## config.mk

```make
export PLATFORM = sky130hd
export DESIGN_NAME = sipo_cfg_loader
export DESIGN_NICKNAME = d
export VERILOG_FILES = /design/src/rtl/sipo_cfg_loader_pkg.sv /design/src/rtl/sipo_cfg_shreg.sv /design/src/rtl/sipo_cfg_loader.sv
export SDC_FILE = /design/constraint.sdc
export NUM_CORES = 1
export LEC_CHECK = 0
export ABC_AREA = 1
export CORE_UTILIZATION = 40
export CTS_BUF_LIST = sky130_fd_sc_hd__clkbuf_16
export DETAILED_ROUTE_END_ITERATION = 7
export PLACE_DENSITY = 0.6
export SLEW_MARGIN = 20
export SYNTH_ARGS = -nofsm -noshare
export SYNTH_HDL_FRONTEND = slang
export SYNTH_HIERARCHICAL = 1
export SYNTH_SLANG_ARGS = --single-unit
```

## constraint.sdc

```tcl
create_clock -name clock -period 3.5 [get_ports clock]
set_clock_uncertainty 0.1 [all_clocks]
set_input_delay 0.35 -clock clock [delete_from_list [all_inputs] [get_ports clock]]
set_output_delay 0.35 -clock clock [all_outputs]
set_load 0.005 [all_outputs]
```

## src/rtl/sipo_cfg_loader_pkg.sv

```systemverilog
// rtl/sipo_cfg_loader_pkg.sv - state encodings and defaults for the SIPO config loader
package sipo_cfg_loader_pkg;

  typedef enum logic [2:0] {
    S_IDLE  = 3'd0,
    S_CLEAR = 3'd1,
    S_SHIFT = 3'd2,
    S_WAIT  = 3'd3,
    S_DONE  = 3'd4,
    S_ERROR = 3'd5
  } state_t;

  localparam int DATA_W_DEF  = 25;
  localparam int CLR_CYC_DEF = 2;
  localparam int TIMEOUT_DEF = 4;

  // One counter serves the clear, shift and wait phases, so size it for the longest.
  function automatic int cnt_width(input int shift_len, input int clr_len, input int wait_len);
    int m;
    m = (shift_len > clr_len) ? shift_len : clr_len;
    m = (m > wait_len) ? m : wait_len;
    return $clog2(m + 1);
  endfunction

endpackage

```

## src/rtl/sipo_cfg_shreg.sv

```systemverilog
// rtl/sipo_cfg_shreg.sv - loadable shadow register that shifts its config word out MSB first
module sipo_cfg_shreg
  import sipo_cfg_loader_pkg::*;
#(
  parameter int DATA_W = DATA_W_DEF
) (
  input  logic              clock,
  input  logic              rst,
  input  logic              load,
  input  logic              shift,
  input  logic [DATA_W-1:0] din,
  output logic              msb
);

  logic [DATA_W-1:0] shadow_q;

  always_ff @(posedge clock or posedge rst) begin
    if (rst) begin
      shadow_q <= '0;
    end else if (load) begin
      shadow_q <= din;
    end else if (shift) begin
      shadow_q <= {shadow_q[DATA_W-2:0], 1'b0};
    end
  end

  assign msb = shadow_q[DATA_W-1];

endmodule

```

## src/rtl/sipo_cfg_loader.sv

```systemverilog
// rtl/sipo_cfg_loader.sv - sequences clear, marker+config shift and finish check of the SIPO chain
module sipo_cfg_loader
  import sipo_cfg_loader_pkg::*;
#(
  parameter int DATA_W  = DATA_W_DEF,
  parameter int CLR_CYC = CLR_CYC_DEF,
  parameter int TIMEOUT = TIMEOUT_DEF
) (
  input  logic              clock,
  input  logic              rst,
  input  logic              start,
  input  logic              abort,
  input  logic [DATA_W-1:0] cfg_data,
  input  logic              sipo_finished,
  output logic              sipo_in,
  output logic              sipo_en,
  output logic              sipo_rst,
  output logic              busy,
  output logic              done,
  output logic              error
);

  localparam int CNT_W = cnt_width(DATA_W + 1, CLR_CYC, TIMEOUT);
  localparam logic [CNT_W-1:0] CNT_CLR   = CNT_W'(CLR_CYC - 1);
  localparam logic [CNT_W-1:0] CNT_SHIFT = CNT_W'(DATA_W);
  localparam logic [CNT_W-1:0] CNT_WAIT  = CNT_W'(TIMEOUT - 1);
  localparam logic [CNT_W-1:0] CNT_ONE   = CNT_W'(1);

  state_t           state_q, state_d;
  logic [CNT_W-1:0] cnt_q, cnt_d;
  logic             load, shift, aborting, shadow_msb;
  logic             sipo_in_d, sipo_en_d, sipo_rst_d, busy_d, done_d, error_d;

  sipo_cfg_shreg #(
    .DATA_W(DATA_W)
  ) u_shreg (
    .clock(clock),
    .rst  (rst),
    .load (load),
    .shift(shift),
    .din  (cfg_data),
    .msb  (shadow_msb)
  );

  always_comb begin
    state_d  = state_q;
    cnt_d    = cnt_q;
    load     = 1'b0;
    shift    = 1'b0;
    aborting = 1'b0;
    case (state_q)
      S_IDLE, S_DONE, S_ERROR: begin
        if (start && !abort) begin
          load    = 1'b1;
          cnt_d   = CNT_CLR;
          state_d = S_CLEAR;
        end
      end
      S_CLEAR: begin
        if (cnt_q == '0) begin
          cnt_d   = CNT_SHIFT;
          state_d = S_SHIFT;
        end else begin
          cnt_d = cnt_q - CNT_ONE;
        end
      end
      S_SHIFT: begin
        // The marker goes out on the first SHIFT cycle; the shadow only moves after it.
        if (cnt_q == '0) begin
          cnt_d   = CNT_WAIT;
          state_d = S_WAIT;
        end else begin
          cnt_d = cnt_q - CNT_ONE;
          shift = 1'b1;
        end
      end
      S_WAIT: begin
        if (sipo_finished) begin
          state_d = S_DONE;
        end else if (cnt_q == '0) begin
          state_d = S_ERROR;
        end else begin
          cnt_d = cnt_q - CNT_ONE;
        end
      end
      default: state_d = S_IDLE;
    endcase

    if (abort && state_q != S_IDLE) begin
      aborting = 1'b1;
      load     = 1'b0;
      shift    = 1'b0;
      cnt_d    = '0;
      state_d  = S_IDLE;
    end

    sipo_rst_d = aborting || (state_d == S_CLEAR);
    sipo_en_d  = (state_d == S_SHIFT);
    sipo_in_d  = ((state_q == S_CLEAR) && (state_d == S_SHIFT)) || (shift && shadow_msb);
    busy_d     = (state_d == S_CLEAR) || (state_d == S_SHIFT) || (state_d == S_WAIT);
    done_d     = (state_d == S_DONE);
    error_d    = (state_d == S_ERROR);
  end

  always_ff @(posedge clock or posedge rst) begin
    if (rst) begin
      state_q  <= S_IDLE;
      cnt_q    <= '0;
      sipo_in  <= 1'b0;
      sipo_en  <= 1'b0;
      sipo_rst <= 1'b0;
      busy     <= 1'b0;
      done     <= 1'b0;
      error    <= 1'b0;
    end else begin
      state_q  <= state_d;
      cnt_q    <= cnt_d;
      sipo_in  <= sipo_in_d;
      sipo_en  <= sipo_en_d;
      sipo_rst <= sipo_rst_d;
      busy     <= busy_d;
      done     <= done_d;
      error    <= error_d;
    end
  end

endmodule

```

Yosys cells after proc, flatten, opt, wreduce, memory -nomap -nowiden --
Index checks and enable logic that the tools add are counted.
Word-level totals: register bits 39, output and inout bits 6, word-level logic and storage cells 62
Cells by class: add/sub/neg operators 1, equal/unequal tests 13, muxes and demuxes 23, reduce and logical (&&, ||, !) cells 16
Operators by type and width (number):
- $mux 25 | 2
- $mux 5 | 6
- $pmux 5 s4 | 1
- $mux 3 | 6
- $eq 3x2->1 const B | 4
- $eq 3x3->1 const B | 4
- $pmux 3 s4 | 1
- $ne 3x3->1 const B | 3
- $mux 1 | 7
- $eq 3x1->1 const B | 2
- $logic_not 5->1 | 1
- $reduce_bool 5->1 | 1
- $sub 5x1->5 const B | 1
- $logic_and 1x1->1 | 4
- $logic_or 1x1->1 | 4
- $reduce_and 4->1 | 1
- $logic_not 3->1 | 1
- $reduce_bool 3->1 | 1
- $reduce_or 3->1 | 1
- $reduce_bool 2->1 | 1
- $logic_not 1->1 | 1

Depth between registers and ports, before layout --
depth after elaboration 8, gate-level depth with buffers 10, gate-level depth less buffers 10

Cells and area by module --
The synthesis kept the hierarchy.
By module, submodules not included:
- sipo_cfg_shreg | times used 1, cells an instance 137, area each 1171.1 µm², sequential area each 625.6 µm²
- sipo_cfg_loader | times used 1, cells an instance 122, area each 889.6 µm², sequential area each 350.3 µm²

Worst setup path after synthesis --
No wires, ideal clock.
path kind reg2reg, start reg cnt_q[0], end reg u_shreg.shadow_q[10], library setup time 0.124 ns, data arrival time 1.433 ns, required time 3.276 ns, setup slack 1.843 ns, cell stages (with the launch flop) 10, path buffers 2, period minus slack after synthesis 1.657 ns, path through dfrtp_1 > inv_1 > ha_1 > nand3_2 > nand2_1 > nor2_1 > buf_4 > buf_2 > nand3_1 > nand3_1
On the way: longest elaborated chain between the ends 5
Ends and longest elaborated chain:
- from (decl) | RTL line sipo_cfg_loader.sv:30 | logic [CNT_W-1:0] cnt_q, cnt_d;
- from (signal assigned) | RTL line sipo_cfg_loader.sv:117 | cnt_q <= cnt_d;
- $logic_not 5->1 | RTL line sipo_cfg_loader.sv:69 | if (cnt_q == '0) begin
- $mux 1 | RTL line sipo_cfg_loader.sv:69
- $mux 1 | RTL line sipo_cfg_loader.sv:51 | case (state_q)
- $mux 1 | RTL line sipo_cfg_loader.sv:89 | if (abort && state_q != S_IDLE) begin
- named net shift | RTL line sipo_cfg_loader.sv:31 | logic load, shift, aborting, shadow_msb;
- $reduce_bool 2->1 (no source line)
- to (signal assigned) | RTL line sipo_cfg_shreg.sv:21 | shadow_q <= din;
- to (signal assigned) | RTL line sipo_cfg_shreg.sv:23 | shadow_q <= {shadow_q[DATA_W-2:0], 1'b0};
- to (decl) | RTL line sipo_cfg_shreg.sv:15 | logic [DATA_W-1:0] shadow_q;
The timed path passes the listed nets, and every way through them passes these cells. A chain may end at the register's enable or synchronous reset.

Worst setup path in the final report --
start reg cnt_q[0], end reg u_shreg.shadow_q[20]
Same word-level chain as after synthesis.

==> qor.yml <==
clock_sinks: 39
synthXorXnorAreaFrac_pct: 0.850
crit_type: "flop to flop"
root_buffer: "clkbuf_16"
synth_cell_type_count: 26
power_mw: 1.90
maxCapViolCount: 0
min_period_over_period_pct: 62.3
hpwl_um: 3160
end_kind: "flop"
syn_inst: 259
io_buffers: 35
ant_nets: 0
via_per_inst: 4.80
powerDensity_mw_per_mm2: 741
synth_nets: 290
finalWirelength_um: 4390
grt-ovfl-total: 0
pre_cts_ws_ns: 1.09
drt-initial-drc-count: 84
cp_cell_sequence: "inv_1 > ha_1 > nand3_2 > nand2_1 > nor2_2 > buf_4 > nand3_1 > nand3_1"
antenna_found_initial: 0
crit_path_max_fanout: 14
grt_max_degree: 26
maxSlewViolCount: 0
finalNetCount: 324
start_util_pct: 42.5
worstMarginPinSlew_ns: 0.917
ys_ff_latch: 39
clockPowerShare_pct: 22.7
tritoncts: "yes"
clk-insertion-delay-late_ns: 0.28
fp.dieH_um: 73.8
post_cts_resized: 0
ctsLongestPathBuffers: 2
p_switching_mw: 0.728
cp_slowest_cell: "nor2_2"
outcome: "finished clean"
cts.htree.levels: 2
area_growth_pct: 24.5
yosysSeqAreaShare_pct: 47.4
drive_above_1_share_pct: 12.9
p_int_mw: 1.17
worst_path_most_repeated_cell: "nand3_1"
fin_setup_tns_ns: 0
vdd_drop_max_mv: 0.304
finalSetupViolations: 0
grt_pass1_vias: 1518
synth_top_family_by_area: "simple AND/OR/NAND/NOR gates"
place_congestion: 0.850
synthAdderAreaFrac_pct: 0.607
synth_compound_area_share_pct: 3.34
required_ns: 3.62
ctsHoldBuffers: 0
combPwrFrac_pct: 38.7
grt_setup_unrepaired: "no"
synth_area_per_cell_um2: 7.96
arrival_ns: 2.30
place_area_mm2: 0.00243
cts_made_buffers: 5
wl_per_cell_um: 12.1
crit_path_max_incr_delay_ns: 0.52
sequentialPowerShare_pct: 38.6
diodes: 0
rows: 25
io_pins: 36
slew_headroom_pct: 38.5
hold_violations: 0
synth_mux_area_share_pct: 0
leakage_nw: 1.25
drt_first_pass_iters: 5
die_w_um: 73.8
fin_crit_ns: 2.18
r2r_slack_ns: 1.32
switching_share_pct: 38.3
fmax_ghz: 0.459
grtUsageTotal_pct: 17.5
cts_setup_buffers: 0
critPathLaunchType: "flop"
grt_pass1_wl_um: 7110
synthesis.area_mm2: 0.00206
drc: 0
synthSimpleGateAreaFrac_pct: 38.6
hold_class: "input pin to asynchronous set/reset pin"
die-area_mm2: 0.00544
hold_ws_ns: 0.336
setup_ws_ns: 1.32
synth_warnings: 6
vias: 1732
clk_pin_slew_ns: 0.06
core_mm2: 0.00485
postLayoutCellArea_mm2: 0.00257
synthesized netlist by cell type:
| master | instances | area, um2 |
|---|---|---|
| buf_2 | 3 | 15.0 |
| xnor2_1 | 1 | 8.76 |
| nor2_4 | 1 | 11.3 |
| or2_1 | 1 | 6.26 |
| o21ai_0 | 5 | 25.0 |
| dfrtp_1 | 39 | 976 |
| a21oi_2 | 2 | 17.5 |
| nand3_2 | 4 | 40.0 |
| nand3_1 | 59 | 295 |
| nor2_1 | 12 | 45.0 |
| buf_6 | 5 | 56.3 |
| a21oi_1 | 1 | 5.00 |
| nor3_1 | 1 | 5.00 |
| ha_1 | 1 | 12.5 |
| xor2_1 | 1 | 8.76 |
| nand2_2 | 6 | 37.5 |
| buf_4 | 2 | 15.0 |
| a21oi_4 | 1 | 16.3 |
| nor2_8 | 1 | 20.0 |
| inv_1 | 18 | 67.6 |
| nor3_2 | 1 | 10.0 |
| nand2_1 | 78 | 293 |
| nor2_2 | 3 | 18.8 |
| nand4_1 | 2 | 12.5 |
| o21ai_1 | 1 | 5.00 |
| inv_2 | 10 | 37.5 |
worst max-delay path, delay by kind of cell (launching register included):
kind	cells	cell delay, ns
DFF	1	0.34
adders and majority gates	1	0.25
buffers and inverters	2	0.39
and+or+nand+nor	5	1.03
registers in the layout, summed over array words and instances (netlist names):
register / cells
error: 1
sipo_en: 1
done: 1
sipo_rst: 1
cnt_q: 5
state_q: 3
u_shreg/shadow_q: 25
sipo_in: 1
busy: 1
power groups by stage:
stage | Clock [mW] | Sequential [mW] | Combinational (mW)
final | 0.431 | 0.735 | 0.736
after global routing | 0.458 | 0.759 | 0.836
after CTS | 0.437 | 0.734 | 0.745
after detailed placement | 0 | 0.738 | 0.738
after global placement | 0 | 0.741 | 0.730
after floorplan | 0 | 0.717 | 0.576
logic make-up (layout without fill, tap and decap cells):
kind of cell / Yosys count / in the layout
buf+inv: 38 / 73
flops: 39 / 39
simple gates: 169 / 169
fa+ha+maj: 1 / 1
xor+xnor: 2 / 2
compound gates: 10 / 10
final timing paths:
check                                           startpoint  depth (start not counted)                          endpoint
setup / recovery                      cnt_q[0]$_DFFE_PP0P_                          8  u_shreg/shadow_q[20]$_DFFE_PP0P_
hold / removal                                         rst                          2                sipo_rst$_DFF_PP0_
hold reg to reg            u_shreg/shadow_q[4]$_DFFE_PP0P_                          2   u_shreg/shadow_q[4]$_DFFE_PP0P_
max in group asynchronous                              rst                          2  u_shreg/shadow_q[10]$_DFFE_PP0P_
min in group clock         u_shreg/shadow_q[4]$_DFFE_PP0P_                          2   u_shreg/shadow_q[4]$_DFFE_PP0P_
setup reg to reg                      cnt_q[0]$_DFFE_PP0P_                          8  u_shreg/shadow_q[20]$_DFFE_PP0P_
cell usage in the layout, fill, tap and decap left out:
cell type	instances
nor2_8	1
clkdlybuf4s50_1	35
nor3_1	1
a21oi_1	1
nand3_1	59
dfrtp_1	39
or2_1	1
xnor2_1	1
ha_1	1
nand2_1	78
a21oi_4	1
buf_4	2
a21oi_2	2
clkinvlp_4	1
nor3_2	1
clkbuf_16	5
nand2_2	6
inv_2	10
nand4_1	2
nor2_2	4
xor2_1	1
nand3_2	4
clkinv_1	3
o21ai_0	5
nor2_1	11
inv_1	17
nor2_4	1
o21ai_1	1
metrics by stage:
stage / cells / util, %
after floorplan: 259 / -
after global placement: 353 / 50.0
after detailed placement: 353 / 50.0
after CTS: 361 / 52.9
after global routing: 361 / 52.9
final: 361 / 52.9
per-layer routing:
layer,vias to the layer above,track usage (%),part of all wire (%)
li1,897,-,-
met1,791,26.6,51
met2,38,23.5,43
met3,6,4.39,4.9
met4,0,6.41,1.0
met5,-,0,0
area by class of cell:
class	count	area [um2]
inverters	28	105
multi-input cells	182	896
flip-flops and latches	39	976
clock buffers	5	125
clock inverters	3	15.0
fillers	506	2280
well taps	67	83.8
repair buffers	37	365
No activity file was read; power rests on OpenSTA's default activity.
==> patch, RTL diff (config.mk and constraints unchanged) <==
Register the output `done` once more, cleared by the reset; this adds one clock of latency there. The other outputs are not delayed to match.
--- a/src/rtl/sipo_cfg_loader.sv
+++ b/src/rtl/sipo_cfg_loader.sv
@@ -25,6 +25,8 @@
   localparam logic [CNT_W-1:0] CNT_SHIFT = CNT_W'(DATA_W);
   localparam logic [CNT_W-1:0] CNT_WAIT  = CNT_W'(TIMEOUT - 1);
   localparam logic [CNT_W-1:0] CNT_ONE   = CNT_W'(1);
+
+  logic done_s0;
 
   state_t           state_q, state_d;
   logic [CNT_W-1:0] cnt_q, cnt_d;
@@ -110,7 +112,7 @@
       sipo_en  <= 1'b0;
       sipo_rst <= 1'b0;
       busy     <= 1'b0;
-      done     <= 1'b0;
+      done_s0  <= 1'b0;
       error    <= 1'b0;
     end else begin
       state_q  <= state_d;
@@ -119,8 +121,16 @@
       sipo_en  <= sipo_en_d;
       sipo_rst <= sipo_rst_d;
       busy     <= busy_d;
-      done     <= done_d;
+      done_s0  <= done_d;
       error    <= error_d;
+    end
+  end
+
+  always_ff @(posedge clock or posedge rst) begin
+    if (rst) begin
+      done <= '0;
+    end else begin
+      done <= done_s0;
     end
   end
 
Formal check against the unedited RTL: same outputs for any inputs over 10 cycles, from zero or initial values and one cycle with rst high; that may be too few to reach the edited logic, so the function may still have changed.
==> patch against the unedited design <==
Synthesized area is 0.55% lower. Cell area is 0.88% lower. Routed wire length is 1.3% higher. Via count increased by 0.58%. Power up 2.8%. Setup slack improved by 89 ps. Die area shrank 0.53%. Sequential cell count up 1. Critical endpoint is now u_shreg/shadow_q[3].
==> patch: results (changes against the unedited design) <==
- Final HPWL DP: 3090 microns (-2.2%)
- Top post-synthesis cells by count: 88 x nand2_1, 55 x nand3_1, 40 x dfrtp_1
- Synth Flop Type: dfrtp_1
- Post-CTS Repair Setup Buffers: 0 (unchanged)
- Asr flop ratio synth: 100% (unchanged)
- Final net count: 321 (-0.93%)
- Worst skew pair latency: 280 ps (about the same)
- Critical path peak fanout: 19 (+5)
- Flop2flop setup slack: 1410 ps (+90 ps)
- First-pass GRT wire length: 7570 microns (+6.4%)
- Buffers on Ports: 35 (unchanged)
- Largest delay share family, worst path: simple AND/OR/NAND/NOR gates
- Slowest-stage cell, CP: nor2_2
- Global-route usage over all layers: 18.4% (+0.93 points)
- Iteration count of the initial detailed-routing pass: 4 (-1)
- Worst-Margin Slew: 945 ps (+27.4 ps)
- Final wirelength: 4440 microns (+1.3%)
- Post-DR vias/cell: 4.88 (+1.7%)
- Ys Warns: 6 (unchanged)
- Antenna fix cells: 0 (unchanged)
- H-tree levels: 2 (unchanged)
- Placed inst area: 2410 sq um (-0.83%)
- Max Root-Sink Buffers: 2 (unchanged)
- GP Congestion: 0.833 (-2.0%)
- Peak VDD IR: 0.000353 V (+16%)
- Hold Path Class: flop to flop
- Number of distinct library cells after synthesis: 24 (-7.7%)
- Iteration-0 DRC Markers: 84 (unchanged)
- Clk slew on worst S/H paths: 60 ps (about the same)
- Hold slack: 254 ps (-81.5 ps)
- Placed insts: 350 (-0.85%)
- Layout Cells excl Fill: 357 (-1.1%)
- Number of global-route vias before repair: 1711 (+13%)
- Root buffer cell: clkbuf_16
- Initial antenna violation count: 0 (unchanged)
- Average size of a mapped cell: 7.97 sq um (+0.23%)
- Biggest regs: u_shreg/shadow_q (25), cnt_q (5), state_q (3)
- # resized after CTS: 0 (unchanged)
- Share of cells above drive strength 1: 11.4% (-1.5 points)
- Leak: 1.25 nW (about the same)
- Data arrival, critical path: 2200 ps (-100 ps)
- Syn Nets: 288 (-0.69%)
- Top post-synthesis cells by area: dfrtp_1 49%, nand2_1 16%, nand3_1 13%, buf_6 3.3%, inv_1 3.1%
- Outcome: completed
- Fin. Hold Viols: 0 (unchanged)
- CTS Hold Buffers Added: 0 (unchanged)
- Sequential area share after synthesis: 48.8% (+1.5 points)
- Slowest stage delay, CP: 420 ps (-100 ps)
- Pin count of the biggest net entering global routing: 28 (+7.7%)
- Num CTS Buffers: 5 (unchanged)
[patch: cell types whose count changed after synthesis, sizes merged, moves of 2 or more]
cell	before	now
a21oi	4	6
nand3	63	57
nand2	84	95
o21ai	6	1
inv	28	21
[patch: worst register-to-register path, delay by kind of cell, from the launching register on]
family | cells | cell delay [ps]
buffers and inverters | 2 | 390
adders and majority gates | 1 | 240
and+or+nand+nor | 5 | 920
DFF | 1 | 380
[patch: final timing paths]
kind,from,cells past startpoint,end
setup reg to reg,cnt_q[0],8,u_shreg/shadow_q[3]
hold reg to reg,done_s0,0,done
setup / recovery,cnt_q[0],8,u_shreg/shadow_q[3]
max in group asynchronous,rst,2,u_shreg/shadow_q[8]
hold / removal,done_s0,0,done
min in group asynchronous,rst,2,done_s0
[patch: cell type report]
cell class	instances	area [sq um]
inverters	22	86.3
flip-flops and latches	40	1000
well taps	67	83.8
repair buffers	37	365
clock inverters	2	12.5
clock buffers	5	125
fillers	483	2270
multi-input cells	184	870
[patch: power breakdown]
part	total [mW]	internal, mW	switching [mW]	leakage, nW
Clock	0.434	0.258	0.176	0.0657
Combinational	0.753	0.293	0.460	0.669
Sequential	0.769	0.649	0.120	0.513
[patch: per-layer routing]
metal	vias to the layer above	share of wire (%)	track usage, %
met3	4	5.9	4.66
li1	879	-	-
met5	-	0	0
met2	50	44	28.5
met1	809	50	25.9
met4	0	0.88	4.27
[patch: logic make-up (layout without fill, tap and decap cells)]
| logic type | count (synthesis) | in the layout | share of synthesized area [%] |
|---|---|---|---|
| adder cells (fa/ha/maj) | 1 | 1 | 0.610 |
| AND/OR/NAND/NOR | 174 | 174 | 38.8 |
| XOR/XNOR | 2 | 2 | 0.855 |
| buffers and inverters | 33 | 66 | 8.97 |
| AO/OA/AOI/OAI | 7 | 7 | 1.89 |
| flip-flops | 40 | 40 | 48.8 |
[patch: metrics by stage]
stage | util, % | worst slack [ps]
2_1_floorplan | - | 1880
3_3_place_gp | 49.9 | 1350
3_5_place_dp | 49.9 | 1290
4_1_cts | 52.8 | 1390
5_1_grt | 52.8 | 1230
6_report | 52.8 | 1410
